===== config.mk =====
export PLATFORM = sky130hd
export DESIGN_NAME = spi_slave_port
export DESIGN_NICKNAME = d
export VERILOG_FILES = /design/src/rtl/spi_slave_port.sv
export SDC_FILE = /design/constraint.sdc
export NUM_CORES = 1
export LEC_CHECK = 0
export BUFFER_PORTS_ARGS = -buffer_cell sky130_fd_sc_hd__buf_2
export CELL_PAD_IN_SITES_DETAIL_PLACEMENT = 0
export CELL_PAD_IN_SITES_GLOBAL_PLACEMENT = 1
export CORE_ASPECT_RATIO = 2
export CORE_MARGIN = 3
export CORE_UTILIZATION = 48
export CTS_BUF_LIST = sky130_fd_sc_hd__clkbuf_16
export CTS_CLUSTER_DIAMETER = 150
export DETAILED_ROUTE_END_ITERATION = 10
export PLACE_DENSITY = 0.81
export SETUP_SLACK_MARGIN = 0.4
export SLEW_MARGIN = 20
export SYNTH_ARGS = -nofsm -noshare
export SYNTH_HDL_FRONTEND = slang
export SYNTH_SLANG_ARGS = --single-unit

===== constraint.sdc =====
create_clock -name i_fab_clk -period 3.1 [get_ports i_fab_clk]
set_clock_uncertainty 0.1 [all_clocks]
set_input_delay 0.62 -clock i_fab_clk [delete_from_list [all_inputs] [get_ports i_fab_clk]]
set_output_delay 0.62 -clock i_fab_clk [all_outputs]
set_load 0.005 [all_outputs]

===== src/rtl/spi_slave_port.sv =====
// Mode-0 SPI slave sampled in the fabric clock domain: deserialises MOSI words, serialises TX words on MISO.
// Define SPI_SLAVE_LSB_FIRST_EN to shift LSB first on both RX and TX (default MSB first).
module spi_slave_port #(
   parameter int                DATA_W      = 8,
   parameter int                SYNC_STAGES = 2,
   parameter logic [DATA_W-1:0] IDLE_BYTE   = 8'hFF
) (
   input  logic              i_fab_clk,
   input  logic              i_mss_reset_n,
   input  logic              i_spi_sclk,
   input  logic              i_spi_ss_n,
   input  logic              i_spi_mosi,
   output logic              o_spi_miso,
   output logic              o_spi_miso_oe,
   output logic [DATA_W-1:0] o_rx_data,
   output logic              o_rx_valid,
   input  logic [DATA_W-1:0] i_tx_data,
   input  logic              i_tx_load,
   output logic              o_tx_ready,
   input  logic              i_clr_flags,
   output logic              o_tx_underrun,
   output logic              o_frame_err,
   output logic              o_frame_active
);

   localparam int         CNT_W     = (DATA_W > 2) ? $clog2(DATA_W) : 1;
   localparam logic [0:0] ST_IDLE   = 1'b0;
   localparam logic [0:0] ST_ACTIVE = 1'b1;
`ifdef SPI_SLAVE_LSB_FIRST_EN
   localparam int         TX_FIRST  = 0;
`else
   localparam int         TX_FIRST  = DATA_W - 1;
`endif

   logic [SYNC_STAGES-1:0] r_sclk_sync, r_ss_sync, r_mosi_sync;
   logic                   r_sclk_d, r_ss_d;
   logic [0:0]             r_state;
   logic [CNT_W-1:0]       r_bit_cnt;
   logic [DATA_W-1:0]      r_rx_shift, r_tx_shift, r_hold, r_rx_data;
   logic                   r_hold_full, r_reload_pend, r_rx_valid;
   logic                   r_miso, r_miso_oe, r_tx_underrun, r_frame_err;

   logic                   w_sclk_s, w_ss_s, w_mosi_s;
   logic                   w_sclk_rise, w_sclk_fall, w_ss_fall, w_ss_rise;
   logic                   w_load, w_last_bit;
   logic [DATA_W-1:0]      w_tx_word, w_tx_shifted, w_rx_next;

   always_ff @(posedge i_fab_clk or negedge i_mss_reset_n) begin
      if (!i_mss_reset_n) begin
         r_sclk_sync <= '0;
         r_ss_sync   <= '1;
         r_mosi_sync <= '0;
         r_sclk_d    <= 1'b0;
         r_ss_d      <= 1'b1;
      end else begin
         r_sclk_sync <= {r_sclk_sync[SYNC_STAGES-2:0], i_spi_sclk};
         r_ss_sync   <= {r_ss_sync[SYNC_STAGES-2:0], i_spi_ss_n};
         r_mosi_sync <= {r_mosi_sync[SYNC_STAGES-2:0], i_spi_mosi};
         r_sclk_d    <= w_sclk_s;
         r_ss_d      <= w_ss_s;
      end
   end

   assign w_sclk_s    = r_sclk_sync[SYNC_STAGES-1];
   assign w_ss_s      = r_ss_sync[SYNC_STAGES-1];
   assign w_mosi_s    = r_mosi_sync[SYNC_STAGES-1];
   assign w_sclk_rise = w_sclk_s & ~r_sclk_d;
   assign w_sclk_fall = ~w_sclk_s & r_sclk_d;
   assign w_ss_fall   = ~w_ss_s & r_ss_d;
   assign w_ss_rise   = w_ss_s & ~r_ss_d;

`ifdef SPI_SLAVE_LSB_FIRST_EN
   assign w_rx_next    = {w_mosi_s, r_rx_shift[DATA_W-1:1]};
   assign w_tx_shifted = {1'b0, r_tx_shift[DATA_W-1:1]};
`else
   assign w_rx_next    = {r_rx_shift[DATA_W-2:0], w_mosi_s};
   assign w_tx_shifted = {r_tx_shift[DATA_W-2:0], 1'b0};
`endif

   assign w_tx_word  = r_hold_full ? r_hold : IDLE_BYTE;
   assign w_last_bit = (r_bit_cnt == CNT_W'(DATA_W - 1));
   // Shifter loads at frame start and on the first SCLK fall after each completed word.
   assign w_load     = ((r_state == ST_IDLE) && w_ss_fall) ||
                       ((r_state == ST_ACTIVE) && !w_ss_rise && w_sclk_fall && r_reload_pend);

   always_ff @(posedge i_fab_clk or negedge i_mss_reset_n) begin
      if (!i_mss_reset_n) begin
         r_state       <= ST_IDLE;
         r_bit_cnt     <= '0;
         r_rx_shift    <= '0;
         r_tx_shift    <= '0;
         r_hold        <= '0;
         r_hold_full   <= 1'b0;
         r_reload_pend <= 1'b0;
         r_rx_data     <= '0;
         r_rx_valid    <= 1'b0;
         r_miso        <= 1'b1;
         r_miso_oe     <= 1'b0;
         r_tx_underrun <= 1'b0;
         r_frame_err   <= 1'b0;
      end else begin
         r_rx_valid <= 1'b0;
         if (i_clr_flags) begin
            r_tx_underrun <= 1'b0;
            r_frame_err   <= 1'b0;
         end
         if (w_load) begin
            r_tx_shift  <= w_tx_word;
            r_miso      <= w_tx_word[TX_FIRST];
            r_hold_full <= 1'b0;
            if (!r_hold_full)
               r_tx_underrun <= 1'b1;
         end
         // Accepted only when empty, so it never collides with the shifter draining a full register.
         if (i_tx_load && !r_hold_full) begin
            r_hold      <= i_tx_data;
            r_hold_full <= 1'b1;
         end
         case (r_state)
            ST_IDLE: begin
               if (w_ss_fall) begin
                  r_state       <= ST_ACTIVE;
                  r_miso_oe     <= 1'b1;
                  r_bit_cnt     <= '0;
                  r_reload_pend <= 1'b0;
               end
            end
            default: begin
               if (w_ss_rise) begin
                  r_state       <= ST_IDLE;
                  r_miso_oe     <= 1'b0;
                  r_miso        <= 1'b1;
                  r_bit_cnt     <= '0;
                  r_reload_pend <= 1'b0;
                  if (r_bit_cnt != '0)
                     r_frame_err <= 1'b1;
               end else if (w_sclk_rise) begin
                  r_rx_shift <= w_rx_next;
                  if (w_last_bit) begin
                     r_rx_data     <= w_rx_next;
                     r_rx_valid    <= 1'b1;
                     r_bit_cnt     <= '0;
                     r_reload_pend <= 1'b1;
                  end else begin
                     r_bit_cnt <= r_bit_cnt + 1'b1;
                  end
               end else if (w_sclk_fall) begin
                  if (r_reload_pend) begin
                     r_reload_pend <= 1'b0;
                  end else begin
                     r_tx_shift <= w_tx_shifted;
                     r_miso     <= w_tx_shifted[TX_FIRST];
                  end
               end
            end
         endcase
      end
   end

   assign o_spi_miso     = r_miso;
   assign o_spi_miso_oe  = r_miso_oe;
   assign o_rx_data      = r_rx_data;
   assign o_rx_valid     = r_rx_valid;
   assign o_tx_ready     = ~r_hold_full;
   assign o_tx_underrun  = r_tx_underrun;
   assign o_frame_err    = r_frame_err;
   assign o_frame_active = (r_state == ST_ACTIVE);

endmodule


Yosys cells after proc, flatten, opt, wreduce, memory -nomap -nowiden
Index checks and enable logic that the tools add are counted.
{"block": "totals", "register_bits": 50, "latchBits": 0, "ram_bits": 0, "romBits": 0, "in_bits": 15, "out_inout_bits": 15, "wordCells": 94, "memories": 0}
{"block": "classes", "n_addsub": 1, "mul": 0, "div": 0, "n_lt_le_gt_ge": 0, "eq_ne": 5, "shifts": 0, "mux": 43, "n_bitwise": 11, "n_reduce_logical": 16}
{"cell": "2-to-1 mux 8 bit", "n": 7}
{"cell": "2-to-1 mux 1 bit", "n": 31}
{"cell": "2-to-1 mux 3 bit", "n": 5}
{"cell": "NOT 1 bit", "n": 7}
{"cell": "AND reduction 3 bit", "n": 2}
{"cell": "logical AND 1 bit", "n": 5}
{"cell": "bitwise AND 1 bit", "n": 4}
{"cell": "!= test 4 x 1 -> 1 bit (second input constant)", "n": 1}
{"cell": "!= test 4 x 2 -> 1 bit (second input constant)", "n": 1}
{"cell": "AND reduction 2 bit", "n": 2}
{"cell": "AND reduction 4 bit", "n": 1}
{"cell": "nonzero test 2 bit", "n": 2}
{"cell": "adder 3 x 1 -> 3 bit (second input constant)", "n": 1}
{"cell": "== test 3 bit (second input constant)", "n": 1}
{"cell": "!= test 3 x 1 -> 1 bit (second input constant)", "n": 1}
{"cell": "nonzero test 3 bit", "n": 1}
{"cell": "zero test 1 bit", "n": 2}
{"cell": "!= test 2 x 1 -> 1 bit (second input constant)", "n": 1}
{"cell": "logical OR 1 bit", "n": 1}

Logic depth before layout (Yosys ltp)
Gate-level depths: netlist of run 1.
{"block": "logic_depth", "depth_word": 13, "depth_mapped": 6, "mapped_depth_nobuf": 5}

Worst setup path before layout of run 1
Ideal clock, no wire load.
{"block": "synth_path", "path_kind": "register to register", "startpoint": "reg r_ss_d", "endpoint": "reg r_tx_shift[1]", "setup_ns": 0.123, "arrival_time_ns": 1.492, "path_slack_ns": 1.386, "stages_incl_launch_ff": 6, "path_buffers": 1, "period_less_slack_ns": 1.714, "path_cell_list": "dfstp_2 > nor3b_1 > a41o_2 > buf_2 > mux2i_1 > a21oi_1"}
{"block": "synth_between", "elab_chain_len": 13, "word_cells_on_any_way": 15, "classes_between": "6 x mux; 3 x bitwise; 6 x reduce/logical"}
{"element": "start: declaration", "line_no": "36", "rtl": "logic r_sclk_d, r_ss_d;"}
{"element": "start signal: assignment", "line_no": "60", "rtl": "r_ss_d <= w_ss_s;"}
{"element": "NOT 1 bit", "line_no": "70", "rtl": "assign w_ss_rise = w_ss_s & ~r_ss_d;"}
{"element": "bitwise AND 1 bit", "line_no": "70"}
{"element": "zero test 1 bit", "line_no": "84", "rtl": "((r_state == ST_ACTIVE) && !w_ss_rise && w_sclk_fall && r_reload_pend);"}
{"element": "logical AND 1 bit (3 in series)", "line_no": "84"}
{"element": "logical OR 1 bit", "line_no": "83", "rtl": "assign w_load = ((r_state == ST_IDLE) && w_ss_fall) ||"}
{"element": "2-to-1 mux 8 bit", "line_no": "107", "rtl": "if (w_load) begin"}
{"element": "2-to-1 mux 8 bit", "line_no": "148", "rtl": "if (r_reload_pend) begin"}
{"element": "2-to-1 mux 8 bit", "line_no": "147", "rtl": "end else if (w_sclk_fall) begin"}
{"element": "2-to-1 mux 8 bit", "line_no": "137", "rtl": "end else if (w_sclk_rise) begin"}
{"element": "2-to-1 mux 8 bit", "line_no": "129", "rtl": "if (w_ss_rise) begin"}
{"element": "2-to-1 mux 8 bit (*)", "line_no": "119", "rtl": "case (r_state)"}
{"element": "end signal: assignment", "line_no": "108", "rtl": "r_tx_shift <= w_tx_word;"}
{"element": "end signal: assignment", "line_no": "151", "rtl": "r_tx_shift <= w_tx_shifted;"}
{"element": "end: declaration", "line_no": "39", "rtl": "logic [DATA_W-1:0] r_rx_shift, r_tx_shift, r_hold, r_rx_data;"}
Mark *: on every way between the ends. The rest lies on a longest branch, timed or not.
A chain may end at the register's enable or synchronous reset.

Final worst setup path of run 1
{"block": "layout_path", "startpoint": "reg r_ss_sync[1]", "endpoint": "reg r_rx_data[1], in the netlist o_rx_data[1]"}
{"block": "layout_between", "elab_chain_len": 3}
{"element": "start: declaration", "line_no": "35", "rtl": "logic [SYNC_STAGES-1:0] r_sclk_sync, r_ss_sync, r_mosi_sync;"}
{"element": "start signal: assignment", "line_no": "57", "rtl": "r_ss_sync <= {r_ss_sync[SYNC_STAGES-2:0], i_spi_ss_n};"}
{"element": "bitwise AND 1 bit", "line_no": "70"}
{"element": "NOT 1 bit (no source line)"}
{"element": "AND reduction 4 bit (no source line)"}
{"element": "end signal: assignment", "line_no": "140", "rtl": "r_rx_data <= w_rx_next;"}
{"element": "end: declaration", "line_no": "39"}
Every way passes these cells.

==> key figures, run 1 <==
Clock network
  • Hold Buf Count CTS: 0
  • Worst-path clk slew: 0.06 ns
  • Max clock buf depth: 2
  • Clock Latency Late Sink: 0.28 ns
  • CTS Root Buffer Type: clkbuf_16
  • CTS buffer count: 5
  • CTS sink cnt: 49
  • Post-cts sizing count: 0
  • H-tree lvl count: 2
  • Post-CTS Setup Bufs: 0
  • CTS tree: yes

Timing
  • Pins Over Slew Limit: 0
  • Fmax: 521.8 MHz
  • RSZ-0062 raised after global routing: no
  • Setup_tns: 0 ns
  • Fin crit period: 1.917 ns
  • Worst Slack Setup Final: 1.183 ns
  • Rel. slew slack: 53.94%
  • Setup violators final: 0
  • Fin crit share: 61.82%
  • Least-Margin Pin Slew: 0.6894 ns
  • Final hold vios: 0

Final layout
  • Fin nets: 221
  • P&R area growth vs syn: 18.04%
  • Layout cell share with drive strength beyond 1: 29.90%
  • Final Util: 60.30%
  • N_diodes: 0

Synthesis
  • Area contributors post-synth: dfrtp_1, mux2_2, dfstp_2
  • Synth warn: 0
  • Yosys top cell by area: dfrtp_1
  • Post-synth net total: 187
  • Post-Synth XOR/XNOR Area: 0%
  • Count leader, synth: dfrtp_1
  • Main combinational cell family by area after synthesis: simple AND/OR/NAND/NOR gates
  • Synth Area in Adders: 1.873%
  • Mapped Area: 0.002004 mm^2
  • Mapped Cells: 169
  • Register area share after synthesis: 61.42%
  • Ys flop type: dfrtp_1
  • Average cell area after synthesis: 11.86 um^2
  • Leading post-synthesis cells by instance count: dfrtp_1, nand2_1, mux2_2
  • Compound-Gate Fraction of Synth Area: 7.740%
  • Multiplexer share of the synthesized area: 11.99%
  • Synth top area share: 56.18%
  • #FFs+latches synth: 49
  • Simple-Gate Fraction of Synth Area: 13.67%
  • Distinct cells, synth: 32
  • Post-synth EDFFs: 0
  • Ys async rst share: 100.0%

Min path
  • Hold/Removal Path Class: in2async

Place
  • HPWL Detailed: 2751 um
  • Routability congestion estimate from global placement: 0.7307
  • PortBufs: 29
  • Pre-CTS setup slack: 1.187 ns

Setup path
  • CP startpoint kind: flop
  • Critical Path AT: 1.98 ns
  • FF-to-FF End: o_rx_data[1]$_DFFE_PN0P_
  • Worst-path cell chain: nor2b_1, nor3_4, nand2_2, mux2_2
  • CP max stage cell: dfstp_2
  • Worst reg2reg setup slack: 1.18 ns
  • Crit Path Max Fanout: 10
  • Reg-to-reg critical path startpoint: r_ss_sync[1]$_DFF_PN1_
  • Buffers and inverters on the worst path: 0
  • Critical path class: reg2reg
  • Nature of the critical path endpoint: flop
  • CP max stage delay: 0.57 ns
  • CP delay by family, top: simple AND/OR/NAND/NOR gates
  • FF-to-FF path depth: 4
  • Worst EP required: 3.16 ns

Routing
  • Final WL: 3657 um
  • Post-route antenna net violation count: 0
  • Starting DRT DRC Count: 12
  • Vias after detailed routing: 1323
  • DR WL/cell: 14.34 um
  • 1st-pass router iterations: 6
  • DRC viols: 0
  • Vias per cell: 5.188

Flow run
  • # Max-Cap Violations: 0

Floorplanning
  • Initial core utilization: 51.08%
  • Ports: 30
  • DIE AREA: 0.005034 mm^2
  • Row cnt: 32
  • Die Width: 51.70 um
  • Core area: 0.003924 mm^2
  • Die Y: 97.39 um

Power and ir drop
  • Peak VDD IR: 0.5612 mV
  • P_leak: 1.181 nW
  • PD cells: 760.8 mW/mm^2

Global routing
  • Pin count of the biggest net entering global routing: 27
  • GRT Util Overall: 16.70%
  • Initial antenna violation count: 0
  • Vias in the first global route: 1400
  • GRT Residual Overflow: 0
  • First-pass GRT wire length: 6437 um

Status
  • Status: completed
==> layout make-up <==
class | count | area (um^2)
Clock buffer | 5 | 125.1
Inverter | 11 | 41.29
Tap cell | 51 | 63.81
Clock inverter | 3 | 37.54
Multi-Input combinational cell | 105 | 706.9
Sequential cell | 49 | 1231
Fill cell | 353 | 1558
Timing Repair Buffer | 31 | 160.2
==> sequential cells by signal (all words and copies together), names as in the netlist <==
name	count
o_tx_underrun	1
o_spi_miso	1
r_rx_shift	7
r_sclk_d	1
r_ss_sync	2
r_tx_shift	7
r_bit_cnt	3
r_reload_pend	1
o_rx_data	8
o_spi_miso_oe	1
r_ss_d	1
r_hold	8
r_sclk_sync	2
o_frame_active	1
o_frame_err	1
r_mosi_sync	2
r_hold_full	1
o_rx_valid	1
==> metrics by stage <==
step	hold WS [ns]	cell area (um^2)	instances	total power, W
6_report	0.2302	2366	255	0.001800
5_1_grt	0.2629	2366	255	0.001909
4_1_cts	0.2469	2366	255	0.001820
3_5_place_dp	0.2356	2203	247	0.001230
3_3_place_gp	0.2331	2203	247	0.001201
2_1_floorplan	0.2244	2004	169	0.001115
==> worst register-to-register path, cell delays in order (launching register included) <==
cell     delay (ns)
dfstp_2        0.57
nor2b_1        0.38
nor3_4         0.15
nand2_2        0.23
mux2_2         0.37
==> per-layer routing <==
metal	up-vias	wire length (um)	track usage, %
met4	0	49	6.869
li1	634	-	-
met1	658	1442	19.73
met3	4	118	3.226
met5	-	0	0
met2	27	2046	28.59
==> how the worst max path moves through the flow <==
stage | startpoint | end | slack (ns) | cells after the start
after floorplan | r_ss_d$_DFF_PN1_ | r_tx_shift[1]$_DFF_PN0_ | 1.39 | 5
after global placement | i_tx_load | r_hold[4]$_DFFE_PN0P_ | 1.22 | 3
final | r_ss_sync[1]$_DFF_PN1_ | o_rx_data[1]$_DFFE_PN0P_ | 1.18 | 4
after global routing | r_ss_sync[1]$_DFF_PN1_ | o_spi_miso$_DFF_PN1_ | 1.04 | 4
after CTS | r_ss_sync[1]$_DFF_PN1_ | o_rx_data[1]$_DFFE_PN0P_ | 1.17 | 4
after detailed placement | r_ss_sync[1]$_DFF_PN1_ | o_rx_data[1]$_DFFE_PN0P_ | 1.19 | 4
==> cells in the final DEF (no fill, tap or decap), drive strengths merged <==
cell type and instances:
or4 1, inv 12, o21ai 5, a21oi 9
ha 3, clkbuf 5, a211oi 1, buf 31
nor3 2, a311oi 1, nand2 25, mux2i 6
o211a 1, nor3b 1, nor2b 4, dfrtp 45
a221oi 1, clkinv 1, dfstp 4, nand2b 10
o21bai 1, nand3 1, o31ai 1, mux2 16
nor2 11, bufinv 1, a41o 1, o22ai 1
nand3b 1, a22o 2
==> where the power goes <==
group / internal (W) / total, W / switching [W]
Sequential: 0.000797 / 0.000899 / 0.000102
Clock: 0.000375 / 0.000589 / 0.000215
Combinational: 0.000167 / 0.000312 / 0.000145
Total: 0.00134 / 0.00180 / 0.000461
==> logic make-up (layout without fill, tap and decap cells) <==
group / Yosys count / count (layout)
flops: 49 / 49
simple gates: 56 / 56
buf+inv: 15 / 50
compound gates: 24 / 24
mux: 22 / 22
fa+ha+maj: 3 / 3
Power figures use the tool's default switching activity.
==> run 2, diff against run 1 <==
--- a/config.mk
+++ b/config.mk
@@ -10,11 +10,11 @@
 export CELL_PAD_IN_SITES_GLOBAL_PLACEMENT = 1
 export CORE_ASPECT_RATIO = 2
 export CORE_MARGIN = 3
-export CORE_UTILIZATION = 48
+export CORE_UTILIZATION = 40
 export CTS_BUF_LIST = sky130_fd_sc_hd__clkbuf_16
 export CTS_CLUSTER_DIAMETER = 150
 export DETAILED_ROUTE_END_ITERATION = 10
-export PLACE_DENSITY = 0.81
+export PLACE_DENSITY = 0.72
 export SETUP_SLACK_MARGIN = 0.4
 export SLEW_MARGIN = 20
 export SYNTH_ARGS = -nofsm -noshare
==> constraint.sdc (replaced) <==
create_clock -name i_fab_clk -period 1.6 [get_ports i_fab_clk]
set_clock_uncertainty 0.1 [all_clocks]
set_input_delay 0.32 -clock i_fab_clk [delete_from_list [all_inputs] [get_ports i_fab_clk]]
set_output_delay 0.32 -clock i_fab_clk [all_outputs]
set_load 0.005 [all_outputs]
==> key figures, run 2 (synthesis results as in run 1) <==
Status
  • Status: complete, but fails checks
  • Failing checks: setup timing

Power and ir drop
  • P_int: 0.002763 W (+110%)
  • P_leak: 1.456 nW (+23%)
  • Reg power frac: 45.5% (-4.4 points)
  • Gate power share: 28.1% (+11 points)
  • Total design power: 0.003882 W (+120%)
  • PD cells: 1332 mW/mm^2 (+75%)
  • Sw Share: 28.83% (+3.2 points)
  • Clk pwr share: 26.4% (-6.3 points)
  • Switching power: 0.001119 W (+140%)
  • Peak VDD IR: 1.173 mV (+110%)

Setup path
  • FF-to-FF path depth: 4 (unchanged)
  • CP startpoint kind: flop
  • Nature of the critical path endpoint: flop
  • Worst EP required: 1.67 ns (-1.49 ns)
  • Worst-path cell chain: nor3b_4, a41o_4, mux2i_2, a21oi_1
  • CP max stage delay: 0.58 ns (about the same)
  • Critical Path AT: 1.72 ns (-0.26 ns)
  • Crit Path Max Fanout: 6 (-4)
  • CP max stage cell: dfstp_2
  • Critical path class: reg2reg

Final layout
  • Final Util: 61.64% (+1.3 points)
  • N_diodes: 0 (unchanged)
  • Cell area after layout: 0.002915 mm^2 (+23%)
  • Layout cell share with drive strength beyond 1: 57.32% (+27 points)
  • Most frequent cells in the layout: dfrtp_1, buf_2, buf_4, buf_6, nand2_1
  • P&R area growth vs syn: 45.44%
  • Filler Cell Count: 380 (+7.6%)
  • Fin nets: 256 (+16%)
  • Commonest non-fill, non-tap cell in the layout: dfrtp_1

Min path
  • Hold/Removal Path Class: in2reg
  • Worst Hold Depth: 1

Clock network
  • H-tree lvl count: 2 (unchanged)
  • CTS buffer count: 5 (unchanged)
  • CTS sink cnt: 49 (unchanged)
  • Clock Latency Late Sink: 0.29 ns (about the same)
  • CTS tree: yes
  • Worst-path clk slew: 0.07 ns (about the same)
  • Max clock buf depth: 2 (unchanged)
  • CTS Root Buffer Type: clkbuf_16

Floorplanning
  • Row cnt: 35 (+9.4%)
  • Ports: 30 (unchanged)
  • Die Width: 56.06 um (+8.4%)
  • Die Y: 106.1 um (+9.0%)
  • DIE AREA: 0.005948 mm^2 (+18%)
  • Initial core utilization: 42.38% (-8.7 points)
  • Core area: 0.004730 mm^2 (+21%)

Flow run
  • # Max-Cap Violations: 0 (unchanged)

Timing
  • Least-Margin Pin Slew: 0.2835 ns (-0.4059 ns)
  • Fin crit share: 103.2% (+41 points)
  • Rel. slew slack: 81.04% (+27 points)
  • Fmax: 605.4 MHz (+16%)
  • Pins Over Slew Limit: 0 (unchanged)
  • Worst Slack Setup Final: -0.05191 ns (-1.235 ns)
  • Setup violators final: 4 (+4)
  • RSZ-0062 raised after global routing: yes
  • Hold slack: 0.03555 ns (-0.1946 ns)
  • Final hold vios: 0 (unchanged)
  • Fin crit period: 1.652 ns (-0.2646 ns)

Global routing
  • GRT Util Overall: 16.60% (-0.10 points)
  • Vias in the first global route: 1690 (+21%)
  • Initial antenna violation count: 0 (unchanged)
  • Pin count of the biggest net entering global routing: 50 (+85%)
  • First-pass GRT wire length: 7693 um (+20%)
  • GRT Residual Overflow: 0 (unchanged)

Routing
  • DRC viols: 0 (unchanged)
  • DR WL/cell: 16.12 um (+12%)
  • 1st-pass router iterations: 4 (-2)
  • Post-route antenna net violation count: 0 (unchanged)
  • Starting DRT DRC Count: 13 (+1)
  • Vias per cell: 5.116 (-1.4%)
  • Vias after detailed routing: 1504 (+14%)
  • Final WL: 4740 um (+30%)

Place
  • Pre-CTS setup slack: -0.09013 ns (-1.277 ns)
  • PortBufs: 29 (unchanged)
  • HPWL Detailed: 2830 um (+2.9%)
  • Routability congestion estimate from global placement: 0.8634 (+18%)
  • Area after DPL: 0.002375 mm^2 (+7.8%)
run 2: cell count changes in the layout (fill, tap and decap cells not counted), sizes merged:
cell,change
buf,+32
a41o,+1
bufinv,-1
clkinv,+1
clkinvlp,+1
dlygate4sd3,+1
inv,-1
nand2,+1
run 2: what timing repair did:
item,4_1_cts,5_1_grt
setup endpoints to repair,54,56
pin swaps,15,14
hold endpoints to repair,45,0
hold buffers,1,0
gates cloned,4,0
setup buffers,11,5
gates resized for setup,46,22
run 2: path summary, 6_finish.rpt:
| kind | from | endpoint | slack [ns] |
|---|---|---|---|
| worst max register to register | r_ss_d$_DFF_PN1_ | r_tx_shift[6]$_DFF_PN0_ | -0.05 |
| worst min-delay path | i_spi_ss_n | r_ss_sync[0]$_DFF_PN1_ | 0.04 |
| worst max-delay path | r_ss_d$_DFF_PN1_ | r_tx_shift[6]$_DFF_PN0_ | -0.05 |
| worst min register to register | r_mosi_sync[0]$_DFF_PN0_ | r_mosi_sync[1]$_DFF_PN0_ | 0.25 |
| min in group asynchronous | i_mss_reset_n | o_rx_data[0]$_DFFE_PN0P_ | 0.44 |
| max in group asynchronous | i_mss_reset_n | o_spi_miso$_DFF_PN1_ | 0.67 |
run 2: layout make-up:
class | instances | area (um^2) | area share, %
Multi-Input combinational cell | 107 | 928.4 | 31.85
Tap cell | 55 | 68.82 | 2.361
Inverter | 11 | 43.79 | 1.502
Clock inverter | 3 | 17.52 | 0.6009
Clock buffer | 5 | 125.1 | 4.292
Timing Repair Buffer | 64 | 495.5 | 17.00
Sequential cell | 49 | 1236 | 42.40
run 2: critical path, delay by kind of cell, from the launching register on:
family	cells	cell delay [ns]
AOI/OAI and AO/OA	2	0.32
and+or+nand+nor	1	0.29
muxes	1	0.26
DFF	1	0.58
run 2: metrics by stage:
step	instances	setup TNS, ns
detailed placement	265	-1.038
finish	294	-0.08485
global route	294	-0.9456
floorplan	169	-0.07196
CTS	289	-0.02386
global placement	265	-0.5397
run 2: layer usage:
layer / routed length, um / share of wire (%) / vias to the layer above / global-route usage (%)
li1: - / - / 710 / -
met1: 1658 / 35 / 753 / 15.73
met2: 2818 / 59 / 30 / 32.58
met3: 127 / 2.7 / 11 / 3.159
met4: 136 / 2.9 / 0 / 7.810
met5: 0 / 0 / - / 0
run 2: power groups by stage:
stage | clock network, W | logic [W] | registers [W]
floorplan | 0 | 0.000535 | 0.00172
global placement | 0 | 0.000772 | 0.00173
detailed placement | 0 | 0.000799 | 0.00174
CTS | 0.00104 | 0.00101 | 0.00174
global route | 0.00108 | 0.00119 | 0.00180
finish | 0.00102 | 0.00109 | 0.00177
==> run 3, diff against run 2 <==
--- a/config.mk
+++ b/config.mk
@@ -10,11 +10,11 @@
 export CELL_PAD_IN_SITES_GLOBAL_PLACEMENT = 1
 export CORE_ASPECT_RATIO = 2
 export CORE_MARGIN = 3
-export CORE_UTILIZATION = 40
+export CORE_UTILIZATION = 44
 export CTS_BUF_LIST = sky130_fd_sc_hd__clkbuf_16
 export CTS_CLUSTER_DIAMETER = 150
 export DETAILED_ROUTE_END_ITERATION = 10
-export PLACE_DENSITY = 0.72
+export PLACE_DENSITY = 0.75
 export SETUP_SLACK_MARGIN = 0.4
 export SLEW_MARGIN = 20
 export SYNTH_ARGS = -nofsm -noshare
==> constraint.sdc (replaced) <==
create_clock -name i_fab_clk -period 1.71 [get_ports i_fab_clk]
set_clock_uncertainty 0.1 [all_clocks]
set_input_delay 0.342 -clock i_fab_clk [delete_from_list [all_inputs] [get_ports i_fab_clk]]
set_output_delay 0.342 -clock i_fab_clk [all_outputs]
set_load 0.005 [all_outputs]
==> key figures, run 3 (synthesis results as in run 1) <==
Power and ir drop
  • Peak VDD IR: 1.064 mV (-9.3%)
  • PD cells: 1277 mW/mm^2 (-4.1%)
  • P_leak: 1.415 nW (-2.8%)
  • Switching power: 0.001032 W (-7.8%)
  • P_int: 0.002641 W (-4.4%)
  • Gate power share: 24.6% (-3.5 points)
  • Reg power frac: 45.0% (-0.5 points)
  • Sw Share: 28.10% (-0.73 points)
  • Clk pwr share: 30.4% (+4.0 points)
  • Total design power: 0.003673 W (-5.4%)

Global routing
  • GRT Util Overall: 17.70% (+1.1 points)
  • Busiest grt layer: met2
  • Initial antenna violation count: 0 (unchanged)
  • Met3 usage: 3.240% (+0.081 points)
  • GR Util met2: 31.87% (-0.71 points)
  • First-pass GRT wire length: 7051 um (-8.3%)
  • GRT Residual Overflow: 0 (unchanged)
  • Pin count of the biggest net entering global routing: 22 (-56%)
  • Vias in the first global route: 1466 (-13%)
  • Met1 Resource Use GR: 20.00% (+4.3 points)

Place
  • Inst Count DP: 257 (-3.0%)
  • Pre-CTS setup slack: 0.04582 ns (+0.1360 ns)
  • PortBufs: 29 (unchanged)
  • Routability congestion estimate from global placement: 0.8667 (+0.38%)
  • HPWL Detailed: 2874 um (+1.6%)

Setup path
  • Crit path to: r_tx_shift[1]$_DFF_PN0_
  • CP max stage delay: 0.59 ns (about the same)
  • Crit Path Max Fanout: 7 (+1)
  • Critical path class: reg2reg
  • Worst reg2reg setup slack: 0.07 ns (+0.12 ns)
  • FF-to-FF path depth: 5 (+1)
  • CP max stage cell: dfstp_2
  • Reg-to-reg critical path startpoint: r_ss_d$_DFF_PN1_
  • Nature of the critical path endpoint: flop
  • CP startpoint kind: flop
  • FF-to-FF End: r_tx_shift[1]$_DFF_PN0_
  • Worst-path cell chain: nor2b_4, or4_4, buf_6, nor2_4, a21oi_1
  • Critical Path AT: 1.71 ns (about the same)
  • Worst Setup SP: r_ss_d$_DFF_PN1_
  • Worst EP required: 1.78 ns (+0.11 ns)

Routing
  • DRC viols: 0 (unchanged)
  • DR WL/cell: 16.91 um (+4.9%)
  • Vias after detailed routing: 1501 (-0.20%)
  • Starting DRT DRC Count: 22 (+9)
  • 1st-pass router iterations: 4 (unchanged)
  • Final WL: 4852 um (+2.4%)
  • Vias per cell: 5.230 (+2.2%)
  • Post-route antenna net violation count: 0 (unchanged)

Timing
  • RSZ-0062 raised after global routing: yes
  • Rel. slew slack: 67.78% (-13 points)
  • Fmax: 610.0 MHz (+0.76%)
  • Fin crit period: 1.639 ns (-0.01249 ns)
  • Setup_tns: 0 ns (+0.08485 ns)
  • Fin crit share: 95.87% (-7.4 points)
  • Pins Over Slew Limit: 0 (unchanged)
  • Worst Slack Setup Final: 0.07058 ns (+0.1225 ns)
  • Final hold vios: 0 (unchanged)
  • Setup violators final: 0 (-4)
  • Least-Margin Pin Slew: 0.4834 ns (+0.1998 ns)

Floorplanning
  • Die Y: 101.5 um (-4.4%)
  • DIE AREA: 0.005450 mm^2 (-8.4%)
  • Ports: 30 (unchanged)
  • Core area: 0.004382 mm^2 (-7.4%)
  • Die Width: 53.73 um (-4.2%)
  • Initial core utilization: 45.75% (+3.4 points)
  • Row cnt: 34 (-2.9%)

Final layout
  • Number of non-filler instances in the completed layout: 287 (-2.4%)
  • P&R area growth vs syn: 43.51%
  • Fin nets: 250 (-2.3%)
  • Final Util: 65.65% (+4.0 points)
  • Filler Cell Count: 328 (-14%)
  • N_diodes: 0 (unchanged)
  • Most frequent cells in the layout: dfrtp_1, buf_2, buf_4, nand2_1, buf_6
  • Layout cell share with drive strength beyond 1: 53.65% (-3.7 points)
  • Commonest non-fill, non-tap cell in the layout: dfrtp_1

Clock network
  • CTS sink cnt: 49 (unchanged)
  • CTS buffer count: 5 (unchanged)
  • CTS Root Buffer Type: clkbuf_16
  • Max clock buf depth: 2 (unchanged)
  • Worst-path clk slew: 0.06 ns (about the same)
  • H-tree lvl count: 2 (unchanged)
  • Clock Latency Late Sink: 0.29 ns (about the same)
  • CTS tree: yes

Flow run
  • # Max-Cap Violations: 0 (unchanged)

Status
  • Status: completed

Min path
  • Hold/Removal Path Class: in2reg
run 3: changes by cell type in the layout (fill, tap and decap cells not counted), sizes merged:
| cell | change |
|---|---|
| buf | -6 |
| bufinv | +1 |
| clkinv | -1 |
run 3: cell type report:
| type | count | area, um^2 | share of cell area [%] |
|---|---|---|---|
| Clock buffer | 5 | 125.1 | 4.350 |
| Clock inverter | 3 | 46.29 | 1.609 |
| Inverter | 11 | 43.79 | 1.522 |
| Multi-Input combinational cell | 107 | 928.4 | 32.27 |
| Sequential cell | 49 | 1234 | 42.89 |
| Tap cell | 54 | 67.56 | 2.349 |
| Timing Repair Buffer | 58 | 431.7 | 15.01 |
run 3: per-layer routing:
layer / vias up / wire length, um
met2: 36 / 2819
met3: 11 / 205
met5: - / 0
met4: 0 / 142
li1: 700 / -
met1: 754 / 1684
run 3: stage by stage:
step                hold WS [ns]  cell area [um^2]
finish                   0.05337              2877
floorplan               -0.05359              2036
detailed placement        0.2327              2293
CTS                      0.04590              2624
global route             0.04574              2877
global placement          0.2199              2293
run 3: critical path: cells and delay by family, from the launching register on:
family                 cells  cell delay (ns)
and+or+nand+nor            3             0.63
DFF                        1             0.59
buffers and inverters      1             0.17
AOI/OAI and AO/OA          1             0.04
run 3: worst min path at each step:
| stage | start | to | slack, ns | cells after the start |
|---|---|---|---|---|
| 2_1_floorplan | i_mss_reset_n | o_frame_active$_DFF_PN0_ | -0.05 | 0 |
| 3_3_place_gp | i_mss_reset_n | r_bit_cnt[1]$_DFFE_PN0P_ | 0.22 | 1 |
| 3_5_place_dp | i_mss_reset_n | r_bit_cnt[1]$_DFFE_PN0P_ | 0.23 | 1 |
| 4_1_cts | i_spi_ss_n | r_ss_sync[0]$_DFF_PN1_ | 0.05 | 1 |
| 5_1_grt | i_spi_ss_n | r_ss_sync[0]$_DFF_PN1_ | 0.05 | 1 |
| 6_report | i_spi_ss_n | r_ss_sync[0]$_DFF_PN1_ | 0.05 | 1 |
run 3: timing repair:
item	CTS	global route
hold buffers	1	0
cloned	3	2
hold endpoints to repair	15	0
pin swaps	13	12
setup endpoints to repair	33	41
gates resized for setup	22	43
buffers inserted	7	9
run 3: power groups by stage:
stage | clock network (W) | registers, W | logic (W)
2_1_floorplan | 0 | 0.00160 | 0.000435
3_5_place_dp | 0 | 0.00163 | 0.000660
3_3_place_gp | 0 | 0.00161 | 0.000620
6_report | 0.00112 | 0.00165 | 0.000902
4_1_cts | 0.00114 | 0.00162 | 0.000772
5_1_grt | 0.00118 | 0.00169 | 0.000991
